**src/rtl/y_result_packer_pkg.sv**
```systemverilog
// rtl/y_result_packer_pkg.sv - shared constants for the result packer
// Purpose: saturation bounds, bytes per packed word, FSM state encodings and
//          a lane-placement helper used by the packer top level.
// Ports:   none (package).
package y_result_packer_pkg;

  localparam logic [7:0] SAT_LO     = 8'h00;
  localparam logic [7:0] SAT_HI     = 8'hFF;
  localparam int         WORD_BYTES = 4;

  localparam logic [1:0] ST_IDLE  = 2'd0;
  localparam logic [1:0] ST_RUN   = 2'd1;
  localparam logic [1:0] ST_DRAIN = 2'd2;
  localparam logic [1:0] ST_DONE  = 2'd3;

  // Lane 0 is the most significant byte of the word.
  function automatic logic [31:0] place_lane(input logic [7:0] px, input logic [1:0] lane);
    case (lane)
      2'd0:    return {px, 24'h000000};
      2'd1:    return {8'h00, px, 16'h0000};
      2'd2:    return {16'h0000, px, 8'h00};
      default: return {24'h000000, px};
    endcase
  endfunction

endpackage

```
**src/rtl/y_word_fifo.sv**
```systemverilog
// rtl/y_word_fifo.sv - synchronous FIFO for packed {addr, data} words
// Purpose: small power-of-two FIFO; push and pop may happen in the same cycle.
// Ports:   clk, rst (async, active-high); push/push_data write side;
//          pop/pop_data read side (pop_data shows the head entry);
//          full/empty occupancy flags.
module y_word_fifo #(
  parameter int W     = 45,
  parameter int DEPTH = 4
) (
  input  logic         clk,
  input  logic         rst,
  input  logic         push,
  input  logic [W-1:0] push_data,
  input  logic         pop,
  output logic [W-1:0] pop_data,
  output logic         full,
  output logic         empty
);

  localparam int PW = $clog2(DEPTH);

  logic [W-1:0]  mem_q [DEPTH];
  logic [W-1:0]  mem_d [DEPTH];
  logic [PW-1:0] wr_ptr_q, wr_ptr_d;
  logic [PW-1:0] rd_ptr_q, rd_ptr_d;
  logic [PW:0]   count_q, count_d;
  logic          do_push, do_pop;

  assign full     = (count_q == (PW+1)'(DEPTH));
  assign empty    = (count_q == '0);
  assign pop_data = mem_q[rd_ptr_q];

  // A pop frees the head slot on the same edge, so a push into a full FIFO
  // is accepted when it coincides with a pop.
  assign do_pop  = pop & ~empty;
  assign do_push = push & (~full | do_pop);

  always_comb begin
    mem_d = mem_q;
    if (do_push) mem_d[wr_ptr_q] = push_data;
    wr_ptr_d = wr_ptr_q + PW'(do_push);
    rd_ptr_d = rd_ptr_q + PW'(do_pop);
    count_d  = count_q + (PW+1)'(do_push) - (PW+1)'(do_pop);
  end

  always_ff @(posedge clk or posedge rst) begin
    if (rst) begin
      for (int i = 0; i < DEPTH; i++) mem_q[i] <= '0;
      wr_ptr_q <= '0;
      rd_ptr_q <= '0;
      count_q  <= '0;
    end else begin
      mem_q    <= mem_d;
      wr_ptr_q <= wr_ptr_d;
      rd_ptr_q <= rd_ptr_d;
      count_q  <= count_d;
    end
  end

endmodule

```
**src/rtl/y_result_packer.sv**
```systemverilog
// rtl/y_result_packer.sv - saturating 4-pixel-per-word result packer
// Purpose: accepts signed ALU results, saturates to 8 bits, packs four pixels
//          MSB-first per 32-bit word (closing early at row end), queues
//          {addr, data} words and drives them out with incrementing addresses.
// Ports:   clk, rst (async, active-high); start/base_addr frame kick-off;
//          res_valid/res_data/res_ready pixel input; wr_valid/wr_ready/
//          wr_data/wr_addr word output; busy and frame_done status.
module y_result_packer import y_result_packer_pkg::*; #(
  parameter int ADDR_W     = 13,
  parameter int RES_W      = 20,
  parameter int ROW_PIX    = 28,
  parameter int ROWS       = 28,
  parameter int FIFO_DEPTH = 4
) (
  input  logic              clk,
  input  logic              rst,
  input  logic              start,
  input  logic [ADDR_W-1:0] base_addr,
  input  logic              res_valid,
  input  logic [RES_W-1:0]  res_data,
  output logic              res_ready,
  output logic              wr_valid,
  input  logic              wr_ready,
  output logic [31:0]       wr_data,
  output logic [ADDR_W-1:0] wr_addr,
  output logic              busy,
  output logic              frame_done
);

  localparam int PIX_W = $clog2(ROW_PIX + 1);
  localparam int ROW_W = $clog2(ROWS + 1);
  localparam int FW    = 32 + ADDR_W;

  logic [1:0]        state_q, state_d;
  logic [1:0]        lane_q, lane_d;
  logic [PIX_W-1:0]  pix_q, pix_d;
  logic [ROW_W-1:0]  row_q, row_d;
  logic [ADDR_W-1:0] addr_q, addr_d;
  logic [31:0]       word_q, word_d;

  logic [7:0]  sat_px;
  logic [31:0] word_next;
  logic        last_pix, last_row, closes, accept, push;
  logic        fifo_full, fifo_empty;
  logic [FW-1:0] fifo_rdata;

  // Negative -> 0; any magnitude bit above bit 7 set -> 255.
  always_comb begin
    sat_px = res_data[7:0];
    if (res_data[RES_W-1])            sat_px = SAT_LO;
    else if (|res_data[RES_W-2:8])    sat_px = SAT_HI;
  end

  assign last_pix  = (pix_q == PIX_W'(ROW_PIX - 1));
  assign last_row  = (row_q == ROW_W'(ROWS - 1));
  assign closes    = last_pix | (lane_q == 2'(WORD_BYTES - 1));
  // Only a word-closing pixel needs a free FIFO slot; earlier lanes just
  // accumulate in word_q.
  assign res_ready = (state_q == ST_RUN) & ~(fifo_full & closes);
  assign accept    = res_valid & res_ready;
  assign push      = accept & closes;
  assign word_next = word_q | place_lane(sat_px, lane_q);

  assign wr_valid   = ~fifo_empty;
  assign wr_addr    = fifo_rdata[FW-1:32];
  assign wr_data    = fifo_rdata[31:0];
  assign busy       = (state_q != ST_IDLE);
  assign frame_done = (state_q == ST_DONE);

  always_comb begin
    state_d = state_q;
    lane_d  = lane_q;
    pix_d   = pix_q;
    row_d   = row_q;
    addr_d  = addr_q;
    word_d  = word_q;
    case (state_q)
      ST_IDLE: begin
        if (start) begin
          state_d = ST_RUN;
          addr_d  = base_addr & ~ADDR_W'(3);
          lane_d  = '0;
          pix_d   = '0;
          row_d   = '0;
          word_d  = '0;
        end
      end
      ST_RUN: begin
        if (accept) begin
          if (closes) begin
            word_d = '0;
            lane_d = '0;
            addr_d = addr_q + ADDR_W'(WORD_BYTES);
          end else begin
            word_d = word_next;
            lane_d = lane_q + 2'd1;
          end
          if (last_pix) begin
            pix_d = '0;
            if (last_row) begin
              row_d   = '0;
              state_d = ST_DRAIN;
            end else begin
              row_d = row_q + ROW_W'(1);
            end
          end else begin
            pix_d = pix_q + PIX_W'(1);
          end
        end
      end
      ST_DRAIN: if (fifo_empty) state_d = ST_DONE;
      default:  state_d = ST_IDLE;
    endcase
  end

  always_ff @(posedge clk or posedge rst) begin
    if (rst) begin
      state_q <= ST_IDLE;
      lane_q  <= '0;
      pix_q   <= '0;
      row_q   <= '0;
      addr_q  <= '0;
      word_q  <= '0;
    end else begin
      state_q <= state_d;
      lane_q  <= lane_d;
      pix_q   <= pix_d;
      row_q   <= row_d;
      addr_q  <= addr_d;
      word_q  <= word_d;
    end
  end

  y_word_fifo #(.W(FW), .DEPTH(FIFO_DEPTH)) u_fifo (
    .clk       (clk),
    .rst       (rst),
    .push      (push),
    .push_data ({addr_q, word_next}),
    .pop       (wr_ready & ~fifo_empty),
    .pop_data  (fifo_rdata),
    .full      (fifo_full),
    .empty     (fifo_empty)
  );

endmodule
```
**config.mk**
```make
export PLATFORM = sky130hd
export DESIGN_NAME = y_result_packer
export DESIGN_NICKNAME = d
export VERILOG_FILES = /design/src/rtl/y_result_packer_pkg.sv /design/src/rtl/y_word_fifo.sv /design/src/rtl/y_result_packer.sv
export SDC_FILE = /design/constraint.sdc
export NUM_CORES = 1
export LEC_CHECK = 0
export BUFFER_PORTS_ARGS = -buffer_cell sky130_fd_sc_hd__buf_4
export CAP_MARGIN = 20
export CORE_ASPECT_RATIO = 1.5
export CORE_UTILIZATION = 45
export CTS_CLUSTER_DIAMETER = 100
export DETAILED_ROUTE_END_ITERATION = 8
export GPL_ROUTABILITY_DRIVEN = 0
export PLACE_DENSITY = 0.76
export SLEW_MARGIN = 20
export SYNTH_ARGS = -nofsm -noshare
export SYNTH_HDL_FRONTEND = slang
export SYNTH_HIERARCHICAL = 1
export SYNTH_SLANG_ARGS = --single-unit
```
**constraint.sdc**
```tcl
create_clock -name clk -period 5.2 [get_ports clk]
set_input_delay 0.26 -clock clk [delete_from_list [all_inputs] [get_ports clk]]
set_output_delay 0.26 -clock clk [all_outputs]
set_load 0.05 [all_outputs]
```
[After elaboration in Yosys (flattened, before gate mapping)]
Index checks and enable logic that the tools add are counted.
Widths: inputs -> output; s select.
Operators by class
  add/sub/neg operators: 8
  magnitude comparators: 3
  equality and inequality tests: 15
  mux-type cells: 35
  bitwise gates (word level): 15
  reduce and logical (&&, ||, !) cells: 11
Operators by type and width (number)
  $bwmux 180: 1
  $mux 45: 3
  $mux 32: 3
  $pmux 32 s3: 1
  $bmux 45 s2: 1
  $demux 45 s2: 1
  $pmux 32 s2: 1
  $mux 13: 3
  $or 32x32->32: 1
  $mux 5: 6
  $pmux 13 s2: 1
  $pmux 5 s2: 2
  $mux 2: 8
  $mux 8: 2
  $add 13x3->13 const B: 1
  $reduce_or 11->1: 1
  $add 5x1->5 const B: 2
  $eq 5x5->1 const B: 2
  $ne 2x2->1 const B: 5
  $eq 2x2->1 const B: 4
  $reduce_and 4->1: 2
  $and 1x1->1: 7
  $ge 3x3->1 const B: 2
  $not 2->3: 2
  other kinds (18): 25
Word-level totals
  register bits after elaboration: 246
  output and inout port bits: 49
  word-level logic and storage cells: 100

[Depth between registers and ports, before layout]
  word-level depth: 10
  mapped depth: 12

[By module]
Netlist, hierarchy kept.
By module, submodules not included
  y_word_fifo: instances 1, cells an instance 467, area an instance 8649.5 µm², sequential area each 4679.5 µm²
  y_result_packer: instances 1, cells an instance 322, area an instance 3269.4 µm², sequential area each 1426.4 µm²

[Least setup slack after synthesis]
OpenSTA, ideal clock, no wires.
  path type: register to register
  from: register u_fifo.count_q[1]
  to: register u_fifo.count_q[2]
  setup time: 124 ps
  arrival time: 2401 ps
  setup slack: 2675 ps
  stages on the path, launching flop included: 12
  path buffers: 1
  cells stage by stage: dfrtp_1 -> buf_2 -> nor3b_1 -> and2b_2 -> o211ai_2 -> inv_1 -> inv_1 -> o31ai_1 -> ha_1 -> fa_1 -> xor2_1 -> xnor2_1
Between the ends
  cells in the longest elaborated chain, start to end: 9
  elaborated cells on any way between the ends: 15
Ends and longest elaborated chain
  from (decl): line y_word_fifo.sv:26  | logic [PW:0] count_q, count_d;
  from (signal assigned): line y_word_fifo.sv:56  | count_q <= count_d;
  $eq 3x3->1: line y_word_fifo.sv:29  | assign full = (count_q == (PW+1)'(DEPTH));
  named net fifo_full: line y_result_packer.sv:44  | logic fifo_full, fifo_empty;
  $and 1x1->1: line y_result_packer.sv:59  | assign res_ready = (state_q == ST_RUN) & ~(fifo_full & closes);
  $not 1->1: line y_result_packer.sv:59
  $and 1x1->1: line y_result_packer.sv:59
  $and 1x1->1: line y_result_packer.sv:60  | assign accept = res_valid & res_ready;
  $and 1x1->1: line y_result_packer.sv:61  | assign push = accept & closes;
  named net push: line y_result_packer.sv:43  | logic last_pix, last_row, closes, accept, push;
  $and 1x1->1: line y_word_fifo.sv:36  | assign do_push = push & (~full | do_pop);
  $add 3x1->3: line y_word_fifo.sv:43  | count_d = count_q + (PW+1)'(do_push) - (PW+1)'(do_pop);
  $sub 3x1->3: line y_word_fifo.sv:43
  named net u_fifo.count_d[2]: line y_word_fifo.sv:26
The timed path passes the listed nets, and every way through them passes these cells.
A chain may end at the register's enable or synchronous reset.

[Worst setup path in the final report]
  from: register pix_q[0]
  to: register u_fifo/mem_q[138] in the netlist's numbering
Between the ends
  cells in the longest elaborated chain, start to end: 8
Ends and longest elaborated chain
  from (decl): line y_result_packer.sv:36  | logic [PIX_W-1:0] pix_q, pix_d;
  from (signal assigned): line y_result_packer.sv:127  | pix_q <= pix_d;
  $eq 5x5->1 *: line y_result_packer.sv:54  | assign last_pix = (pix_q == PIX_W'(ROW_PIX - 1));
  $or 1x1->1 *: line y_result_packer.sv:56  | assign closes = last_pix | (lane_q == 2'(WORD_BYTES - 1));
  $and 1x1->1: line y_result_packer.sv:59
  $not 1->1: line y_result_packer.sv:59
  $and 1x1->1: line y_result_packer.sv:59
  $and 1x1->1: line y_result_packer.sv:60
  $and 1x1->1 *: line y_result_packer.sv:61
  named net push: line y_result_packer.sv:43
  $and 1x1->1 *: line y_word_fifo.sv:36
  to (signal assigned): line y_word_fifo.sv:53  | mem_q <= mem_d;
  to (decl): line y_word_fifo.sv:22  | logic [W-1:0] mem_q [DEPTH];
The timed path passes the listed nets; every way through them passes the cells marked *.

==> results.json <==
{
  "hold_viol": 0,
  "synth_seq_area_share_pct": 51.23,
  "post-cts-setup-buffers": 0,
  "coreArea_um2": 25940,
  "nNetsFinal": 926,
  "antenna_found_initial": 0,
  "r2r_slack_ps": 1640,
  "power.leakage_uw": 0.006526,
  "clock_path_buffers": 3,
  "cpMostUsedCell": "inv_1",
  "reg2reg_depth": 8,
  "drive_above_1_share_pct": 43.07,
  "skew_ps": 15.57,
  "synth_area_um2": 11920,
  "cts_tree": "yes",
  "diodes": 0,
  "post-route-period-util_pct": 68.40,
  "power_uw": 7746,
  "rows": 72,
  "track_usage_pct": 19.42,
  "max-cap-violations": 0,
  "cp_num_buf_inv": 3,
  "ctsHoldBuffers": 5,
  "drc_errors": 0,
  "pre_cts_slack_ps": 1695,
  "wl_mm": 25.26,
  "critical_path_class": "reg -> reg",
  "syn_avg_cell_area_um2": 15.11,
  "clk_pin_slew_ps": 70,
  "drt_iter0_markers": 426,
  "viasPerCell": 5.625,
  "ys_seq_elements": 244,
  "hold_class": "in -> reg",
  "ys_async_sr_fraction_pct": 100.0,
  "fin_crit_ps": 3557,
  "wl_per_cell_um": 20.70,
  "critPathArrivalTime_ps": 3960,
  "min_path_cells": 3,
  "worstPathRequired_ps": 5600,
  "fill_cells": 2152,
  "clock.fmax_ghz": 0.2811,
  "ys.flop_type": "dfrtp_1",
  "port_buffers": 84,
  "worst_slack_ps": 1643,
  "critPathLaunchType": "flop",
  "synth_edf_count": 0,
  "setup-tns-final_ps": 0,
  "powerDensity_nw_per_um2": 568.6,
  "grt_max_degree": 188,
  "root_buffer": "clkbuf_16",
  "clock_latency_ps": 520,
  "cts.sinks": 244,
  "slew_violations": 0,
  "start_util_pct": 45.94,
  "synth_cell_types": 74,
  "vias": 6863,
  "placed_area_um2": 12760,
  "status": "finished clean",
  "cp_slowest_cell": "or4_2",
  "cts_resized": 0,
  "ys.warnings.count": 6,
  "relSlewSlack_pct": 26.85,
  "peakVddDrop_uv": 283.8,
  "antenna_left": 0,
  "rsz0062_at_grt": "no",
  "synth_cells": 789,
  "cpPeakStageDelay_ps": 1210,
  "r2r_start": "pix_q[0]$_DFFE_PP0P_",
  "grt_pass1_vias": 7476,
  "htree_levels": 1,
  "syn_to_final_growth_pct": 14.30,
  "finalSetupViolCount": 0,
  "endpoint_kind": "flop",
  "die-height_um": 201.3,
  "die_area_um2": 27150,
  "hold_end": "addr_q[4]$_DFFE_PP0P_",
  "ioPinCount": 87,
  "worstPathMaxFanout": 29,
  "numCtsBuffers": 24,
  "worstMarginPinSlew_ps": 1097,
  "overflow": 0,
  "hold_start": "base_addr[4]",
  "crit_chain": "ha_1, and4b_1, o211ai_2, inv_1, inv_1, or4_2, buf_4, mux2_4",
  "grt_pass1_wl_mm": 41.35,
  "path_delay_family": "simple AND/OR/NAND/NOR gates",
  "rr_endpoint": "u_fifo/mem_q[138]$_DFFE_PP0P_",
  "fp.dieW_um": 134.9,
  "fin_area_um2": 13620,
  "hpwl_mm": 15.85,
  "dr.pass1.iters": 4
}
[cells in the final DEF, fill, tap and decap left out, types with 3 or more instances in the layout]
| cell | count |
|---|---|
| xor2_1 | 3 |
| mux2i_1 | 3 |
| nor2_1 | 13 |
| and2_1 | 13 |
| o21ai_0 | 17 |
| a21oi_1 | 6 |
| nand2_1 | 16 |
| ha_1 | 15 |
| clkbuf_16 | 25 |
| buf_4 | 97 |
| nand3_1 | 9 |
| nand2b_1 | 5 |
| dfrtp_1 | 242 |
| mux4_2 | 45 |
| conb_1 | 8 |
| clkbuf_1 | 4 |
| o311ai_0 | 4 |
| or2_0 | 7 |
| mux2_1 | 5 |
| o31ai_1 | 9 |
| inv_1 | 14 |
| o21ai_1 | 3 |
| nor3_1 | 8 |
| a21o_1 | 31 |
| clkbuf_8 | 7 |
| and3_1 | 3 |
| nand4_1 | 6 |
| a22o_1 | 24 |
| mux2_4 | 120 |
| dlygate4sd3_1 | 5 |
| mux2_2 | 57 |
[Yosys cell counts, types with 5 or more instances]
cell	n	area, um^2
buf_2	24	120.1
o31ai_1	9	67.56
nand3_1	9	45.04
mux4_2	45	1013
mux2_1	5	56.30
ha_1	15	187.7
inv_1	16	60.06
mux2_4	120	1802
nand2_1	16	60.06
nand2b_1	5	31.28
dfrtp_1	244	6106
a21o_1	31	232.7
nor2_1	13	48.80
buf_6	12	135.1
clkbuf_1	10	37.54
nand4_1	6	37.54
a22o_1	24	210.2
a21oi_1	6	30.03
or2_0	7	43.79
o21ai_0	17	85.08
and2_1	13	81.33
mux2_2	57	641.9
nor3_1	8	40.04
[flip-flops by register name, summed over array words and instances (netlist names), 3 cells and up]
register,cells
pix_q,5
word_q,32
addr_q,11
u_fifo/count_q,3
u_fifo/mem_q,180
row_q,5
[through the flow]
| step | std cells | hold slack [ps] | util (%) |
|---|---|---|---|
| floorplan | 796 | 392.5 | - |
| global placement | 1174 | 190.8 | 49.17 |
| detailed placement | 1174 | 200.0 | 49.17 |
| CTS | 1220 | 2.051 | 52.51 |
| global route | 1220 | 22.41 | 52.51 |
| finish | 1220 | 26.12 | 52.51 |
[report_power, final]
part,total [uW],internal (uW),switching (uW)
combinational,2970,1460,1510
clock,1800,1070,724
sequential,2980,2470,505
total,7750,5000,2740
[cell type report]
type | instances | area, um^2 | area share (%)
timing repair buffer | 103 | 798.3 | 5.860
inverter | 17 | 67.56 | 0.4960
sequential | 244 | 6108 | 44.84
multi-input combinational | 482 | 5416 | 39.76
tap | 333 | 416.7 | 3.058
clock inverter | 5 | 78.83 | 0.5786
clock buffer | 36 | 737.0 | 5.410
[logic make-up after synthesis]
kind of cell / count (synthesis) / synth area share (%)
mux: 231 / 29.92
buf+inv: 70 / 3.653
compound gates: 116 / 7.453
flops: 244 / 51.23
fa+ha+maj: 16 / 1.743
xor+xnor: 4 / 0.2940
simple gates: 107 / 5.679
other cells: 1 / 0.03146
[tightest hold or removal path: stages]
cell and delay (ps):
buf_4 80, nand2_1 30, o311ai_0 110
[worst max-delay path by stage]
stage / slack (ps) / from / to / cells past startpoint
after detailed placement: 1690 / pix_q[0]$_DFFE_PP0P_ / u_fifo/mem_q[138]$_DFFE_PP0P_ / 8
final: 1640 / pix_q[0]$_DFFE_PP0P_ / u_fifo/mem_q[138]$_DFFE_PP0P_ / 8
after global routing: 1490 / pix_q[0]$_DFFE_PP0P_ / u_fifo/mem_q[141]$_DFFE_PP0P_ / 8
after CTS: 1650 / pix_q[0]$_DFFE_PP0P_ / u_fifo/mem_q[138]$_DFFE_PP0P_ / 8
after global placement: 1720 / pix_q[0]$_DFFE_PP0P_ / u_fifo/mem_q[144]$_DFFE_PP0P_ / 8
after floorplan: 2530 / rst / u_fifo/count_q[0]$_DFF_PP0_ / 1
[routing by layer]
metal / track usage (%) / vias to the layer above / routed length [um]
li1: - / 3087 / -
met1: 25.03 / 3608 / 10580
met2: 34.26 / 139 / 13390
met3: 2.570 / 29 / 881
met4: 4.856 / 0 / 411
met5: 0 / - / 0
No activity file was read; power rests on OpenSTA's default activity.
